**src/rtl/time_display_scan_pkg.sv**
```systemverilog
// Shared constants for the time display scanner: segment patterns and
// set-field select codes, plus a helper that maps a digit slot to its field.
package time_display_scan_pkg;

    // Active-low segment patterns, bit order {g,f,e,d,c,b,a}
    localparam logic [6:0] SEG_BLANK = 7'b1111111;
    localparam logic [6:0] SEG_DASH  = 7'b0111111;
    localparam logic [6:0] SEG_0     = 7'b1000000;
    localparam logic [6:0] SEG_1     = 7'b1111001;
    localparam logic [6:0] SEG_2     = 7'b0100100;
    localparam logic [6:0] SEG_3     = 7'b0110000;
    localparam logic [6:0] SEG_4     = 7'b0011001;
    localparam logic [6:0] SEG_5     = 7'b0010010;
    localparam logic [6:0] SEG_6     = 7'b0000010;
    localparam logic [6:0] SEG_7     = 7'b1111000;
    localparam logic [6:0] SEG_8     = 7'b0000000;
    localparam logic [6:0] SEG_9     = 7'b0010000;

    // All digit enables off (active-low)
    localparam logic [5:0] AN_OFF    = 6'b111111;

    // Highest legal scan index (hours tens)
    localparam logic [2:0] IDX_LAST  = 3'd5;

    // Which field the operator is currently setting
    typedef enum logic [1:0] {
        SEL_RUN = 2'b00,
        SEL_SEC = 2'b01,
        SEL_MIN = 2'b10,
        SEL_HR  = 2'b11
    } set_sel_e;

    // Digit slots pair up into fields: 0-1 seconds, 2-3 minutes, 4-5 hours
    function automatic set_sel_e field_of_idx(input logic [2:0] idx);
        set_sel_e field;
        if (idx <= 3'd1) begin
            field = SEL_SEC;
        end else if (idx <= 3'd3) begin
            field = SEL_MIN;
        end else if (idx <= 3'd5) begin
            field = SEL_HR;
        end else begin
            field = SEL_RUN;
        end
        return field;
    endfunction

endpackage

```
**src/rtl/time_display_scan_seg7.sv**
```systemverilog
// BCD nibble to active-low 7-segment pattern; non-decimal codes show a dash.
module bcd_to_seg7
    import time_display_scan_pkg::*;
(
    input  logic [3:0] i_bcd,
    output logic [6:0] o_seg
);

    // Pure lookup, anything above 9 is rendered as a dash
    always_comb begin
        o_seg = SEG_DASH;
        case (i_bcd)
            4'd0:    o_seg = SEG_0;
            4'd1:    o_seg = SEG_1;
            4'd2:    o_seg = SEG_2;
            4'd3:    o_seg = SEG_3;
            4'd4:    o_seg = SEG_4;
            4'd5:    o_seg = SEG_5;
            4'd6:    o_seg = SEG_6;
            4'd7:    o_seg = SEG_7;
            4'd8:    o_seg = SEG_8;
            4'd9:    o_seg = SEG_9;
            default: o_seg = SEG_DASH;
        endcase
    end

endmodule

```
**src/rtl/time_display_scan.sv**
```systemverilog
// Six-digit multiplexed common-anode display driver for HH.MM.SS with a
// once-per-frame snapshot of the time and blinking of the field being set.
module time_display_scan
    import time_display_scan_pkg::*;
#(
    parameter int SCAN_DIV     = 50000,
    parameter int BLINK_FRAMES = 64
) (
    input  logic       clk,
    input  logic       cr,
    input  logic [7:0] hour,
    input  logic [7:0] minute,
    input  logic [7:0] second,
    input  logic [1:0] clock_set_select,
    output logic [5:0] an,
    output logic [6:0] seg,
    output logic       dp
);

    localparam int PW = $clog2(SCAN_DIV);
    localparam int FW = $clog2(BLINK_FRAMES) + 1;
    localparam logic [PW-1:0] PRE_LAST   = PW'(SCAN_DIV - 1);
    localparam logic [FW-1:0] FRAME_LAST = FW'(BLINK_FRAMES - 1);

    logic [PW-1:0] r_prescaler;
    logic [2:0]    r_idx;
    logic [FW-1:0] r_frame;
    logic          r_blinkOn;
    logic [23:0]   r_snapshot;
    logic [5:0]    r_an;
    logic [6:0]    r_seg;
    logic          r_dp;

    logic          w_tick;
    logic          w_wrap;
    logic          w_idxInvalid;
    logic [2:0]    w_idxNext;
    logic          w_frameLast;
    logic          w_blinkNext;
    logic          w_blank;
    logic [3:0]    w_nibble;
    logic [6:0]    w_segDigit;
    logic [5:0]    w_anNext;
    logic          w_dpNext;

    // Tick, wrap and next-slot decisions, including the blink state that the
    // new frame will see so a toggle applies from its very first digit
    always_comb begin
        w_tick       = (r_prescaler == PRE_LAST);
        w_idxInvalid = (r_idx > IDX_LAST);
        w_wrap       = w_tick && (r_idx == IDX_LAST);
        w_idxNext    = (r_idx >= IDX_LAST) ? 3'd0 : r_idx + 3'd1;
        w_frameLast  = (r_frame == FRAME_LAST);
        w_blinkNext  = (w_wrap && w_frameLast) ? ~r_blinkOn : r_blinkOn;
        w_anNext     = ~(6'b000001 << w_idxNext);
        w_dpNext     = !((w_idxNext == 3'd2) || (w_idxNext == 3'd4));
        w_blank      = !w_blinkNext
                       && (set_sel_e'(clock_set_select) != SEL_RUN)
                       && (field_of_idx(w_idxNext) == set_sel_e'(clock_set_select));
    end

    // Pick the nibble for the upcoming slot; on a wrap digit 0 comes straight
    // from the live seconds so it matches the snapshot being taken
    always_comb begin
        w_nibble = r_snapshot[3:0];
        case (w_idxNext)
            3'd0:    w_nibble = w_wrap ? second[3:0] : r_snapshot[3:0];
            3'd1:    w_nibble = r_snapshot[7:4];
            3'd2:    w_nibble = r_snapshot[11:8];
            3'd3:    w_nibble = r_snapshot[15:12];
            3'd4:    w_nibble = r_snapshot[19:16];
            3'd5:    w_nibble = r_snapshot[23:20];
            default: w_nibble = r_snapshot[3:0];
        endcase
    end

    bcd_to_seg7 u_bcdToSeg7 (
        .i_bcd (w_nibble),
        .o_seg (w_segDigit)
    );

    // Prescaler and scan index advance together on each tick
    always_ff @(posedge clk or negedge cr) begin
        if (!cr) begin
            r_prescaler <= '0;
            r_idx       <= 3'd0;
        end else if (w_tick) begin
            r_prescaler <= '0;
            r_idx       <= w_idxNext;
        end else begin
            r_prescaler <= r_prescaler + PW'(1);
        end
    end

    // Per-frame state: snapshot, frame counter and blink phase update on wrap
    always_ff @(posedge clk or negedge cr) begin
        if (!cr) begin
            r_snapshot <= 24'h0;
            r_frame    <= '0;
            r_blinkOn  <= 1'b1;
        end else if (w_wrap) begin
            r_snapshot <= {hour, minute, second};
            r_frame    <= w_frameLast ? '0 : r_frame + FW'(1);
            r_blinkOn  <= w_blinkNext;
        end
    end

    // Registered display outputs, reloaded only on tick edges
    always_ff @(posedge clk or negedge cr) begin
        if (!cr) begin
            r_an  <= AN_OFF;
            r_seg <= SEG_BLANK;
            r_dp  <= 1'b1;
        end else if (w_tick) begin
            if (w_idxInvalid) begin
                r_an  <= AN_OFF;
                r_seg <= SEG_BLANK;
                r_dp  <= 1'b1;
            end else if (w_blank) begin
                r_an  <= w_anNext;
                r_seg <= SEG_BLANK;
                r_dp  <= 1'b1;
            end else begin
                r_an  <= w_anNext;
                r_seg <= w_segDigit;
                r_dp  <= w_dpNext;
            end
        end
    end

    assign an  = r_an;
    assign seg = r_seg;
    assign dp  = r_dp;

endmodule

```
**config.mk**
```make
export PLATFORM = sky130hd
export DESIGN_NAME = time_display_scan
export DESIGN_NICKNAME = d
export VERILOG_FILES = /design/src/rtl/time_display_scan_pkg.sv /design/src/rtl/time_display_scan_seg7.sv /design/src/rtl/time_display_scan.sv
export SDC_FILE = /design/constraint.sdc
export NUM_CORES = 1
export LEC_CHECK = 0
export CAP_MARGIN = 30
export CORE_MARGIN = 2
export CORE_UTILIZATION = 35
export DETAILED_ROUTE_END_ITERATION = 10
export PLACE_DENSITY = 0.65
export SLEW_MARGIN = 20
export SYNTH_ARGS = -nofsm -noshare
export SYNTH_HDL_FRONTEND = slang
export SYNTH_SLANG_ARGS = --single-unit
```
**constraint.sdc**
```tcl
create_clock -name clk -period 5.8 [get_ports clk]
set_clock_uncertainty 0.1 [all_clocks]
set_input_delay 1.16 -clock clk [delete_from_list [all_inputs] [get_ports clk]]
set_output_delay 1.16 -clock clk [all_outputs]
set_load 0.01 [all_outputs]
```
==> results_dict.tcl <==
set metrics [dict create \
    outcome "completed" \
    dpl.cell_count 524 \
    dieHeight_um 103 \
    ir_drop_mv 0.128 \
    ant_nets 0 \
    grt_pass1_vias 2580 \
    drt-total-wl_um 7480 \
    cts_tree "built" \
    hold_path.class "reg2reg" \
    rsz0062_at_grt "no" \
    antenna_found_initial 0 \
    power_density_nw_per_um2 212 \
    boundaryPins 42 \
    cpMostUsedCell "ha_1" \
    clockRootBuffer "clkbuf_8" \
    dp_hpwl_um 5330 \
    fp.dieArea_um2 10600 \
    grt_pass1_wl_um 12400 \
    tightest_slew_ns 0.886 \
    maxCapViolations 0 \
    path_clk_slew_ns 0.07 \
    initial_core_util_pct 35.6 \
    grt_use_met2_pct 22.6 \
    async_flop_share_pct 100 \
    cts_hold_buf 0 \
    cp_slowest_cell "ha_1" \
    arrival_ns 3.51 \
    cp_slowest_stage_delay_ns 0.73 \
    fin_cells 540 \
    syn_avg_cell_area_um2 9.39 \
    rrSetupSlack_ns 2.45 \
    clock_latency_ns 0.34 \
    ys.flop_type "dfrtp_1" \
    relSlewSlack_pct 40.1 \
    slew_viol_final 0 \
    yosysSeqAreaShare_pct 48.0 \
    post_cts_buffers 0 \
    drc 0 \
    cp_num_buf_inv 1 \
    setup_violations 0 \
    synth-edff-count 0 \
    grt_max_degree 66 \
    crit_family "adder cells" \
    synthDominantAreaCellType "dfrtp_1" \
    endpoint_kind "flip-flop" \
    total_power_uw 873 \
    use_met3_pct 5.49 \
    cts_htree_levels 3 \
    worstPathMaxFanout 20 \
    rows 36 \
    grt_use_total_pct 15.0 \
    top_usage_layer "met2" \
    p_leak_uw 0.00170 \
    synth_top_area_share_pct 36.5 \
    synth_fp_nets 400 \
    synth-seq-cells 65 \
    max_freq_mhz 298 \
    grtUsageMet1_pct 20.3 \
    netlist_area_um2 3430 \
    dieWidth_um 103 \
    area_delta_synth_final_pct 20.3 \
    yosys_warnings 0 \
    ctsResizeCount 0 \
    grt_overflow 0 \
    clkSinkCount 65 \
    routabilityCongestion 0.856 \
    cp_data_required_time_ns 5.96 \
    final_common_cell "nand2_1" \
    worst-setup-path-type "reg2reg" \
    finalNetCount 437 \
    yosys.cell_types.count 64 \
    port_buffers 41 \
    initialDrtViolationCount 128 \
    numCtsBuffers 9 \
    cp-start-kind "flip-flop" \
    netlist_top_cells_area "dfrtp_1 (36%), dfstp_2 (11%), nand2_1 (9.5%)" \
    via_count 2691 \
    fin_tns_setup_ns 0 \
    netlist_instances 365 \
    hold_viol 0 \
    finalCritPeriodShare_pct 57.8 \
    layout_common_cells "nand2_1 (87), dfrtp_1 (50), clkdlybuf4s50_1 (40)" \
    clock_path_buffers 2 \
    via_per_inst 4.98 \
    worstPathCellList "ha_1, mux2_2, a221o_1, a211oi_2, inv_1, ha_1, a21oi_1, o32a_1" \
    diodes 0 \
    coreArea_um2 9640 \
    placed_cell_area_um2 3920 \
    wire_per_inst_um 13.9 \
    finalCriticalPeriod_ns 3.35 \
    drive_above_1_share_pct 13.8 \
    final_area_um2 4120 \
    first_pass_iters 5 \
]
-- report_power, final --
part | internal, uW | total (uW) | switching [uW]
Combinational | 16.6 | 28.9 | 12.3
Clock | 223 | 390 | 167
Sequential | 454 | 454 | 0
-- area by class of cell --
class	count	area [um2]
clock buffers	14	163
flip-flops and latches	65	1650
inverters	7	27.5
repair buffers	43	420
fillers	992	5520
multi-input cells	276	1660
clock inverters	2	37.5
well taps	133	166
-- worst paths after layout --
kind                           from              end  cells past startpoint
max in group asynchronous        cr    r_snapshot[4]                      2
setup / recovery           r_idx[0]           seg[3]                      8
setup reg to reg           r_idx[0]           seg[3]                      8
hold reg to reg                  dp               dp                      2
hold / removal                   dp               dp                      2
min in group asynchronous        cr  r_prescaler[12]                      2
-- metrics by stage --
step | setup WS [ns] | hold slack [ns] | utilization [%]
4_1_cts | 2.45 | 0.357 | 42.8
6_report | 2.45 | 0.356 | 42.8
2_1_floorplan | 2.99 | 0.325 | -
3_5_place_dp | 2.47 | 0.348 | 40.7
3_3_place_gp | 2.57 | 0.343 | 40.7
5_1_grt | 2.26 | 0.398 | 42.8
-- synth_stat cells (5+ instances only) --
| library cell | count |
|---|---|
| dfrtp_1 | 50 |
| ha_1 | 7 |
| nand3_1 | 15 |
| xnor2_1 | 10 |
| clkbuf_1 | 6 |
| xor2_1 | 6 |
| nand2_1 | 87 |
| buf_2 | 5 |
| inv_1 | 6 |
| a21oi_1 | 14 |
| dfstp_2 | 15 |
| nand4_1 | 5 |
| and2_1 | 5 |
| o21ai_0 | 15 |
| nor3_1 | 8 |
| nor2_1 | 29 |
-- cells by family (layout without fill, tap and decap cells) --
group | after synthesis | count (layout) | share of synthesized area [%]
AOI/OAI and AO/OA | 67 | 67 | 14.4
xor gates and xnor gates | 17 | 17 | 4.56
adders and majority gates | 7 | 7 | 2.55
buffers and inverters | 24 | 66 | 3.50
DFF | 65 | 65 | 48.0
muxes | 3 | 3 | 0.985
and+or+nand+nor | 182 | 182 | 26.0
-- sequential cells by signal, indices dropped and copies added, names as in the netlist --
name / count
r_prescaler: 16
r_blinkOn: 1
r_idx: 3
r_frame: 7
seg: 7
r_snapshot: 24
dp: 1
an: 6
-- worst reg2reg max path, delay by kind of cell, from the launching register on --
family / cells / cell delay [ns]
adders and majority gates: 2 / 1.06
AOI/OAI and AO/OA: 4 / 1.04
DFF: 1 / 0.52
muxes: 1 / 0.41
buffers and inverters: 1 / 0.15
-- layer usage --
metal | vias to the layer above | routed length (um)
met5 | - | 0
met4 | 0 | 119
met3 | 8 | 382
met1 | 1271 | 3510
li1 | 1348 | -
met2 | 64 | 3460
Note: power is estimated with default switching activity, not from simulation.
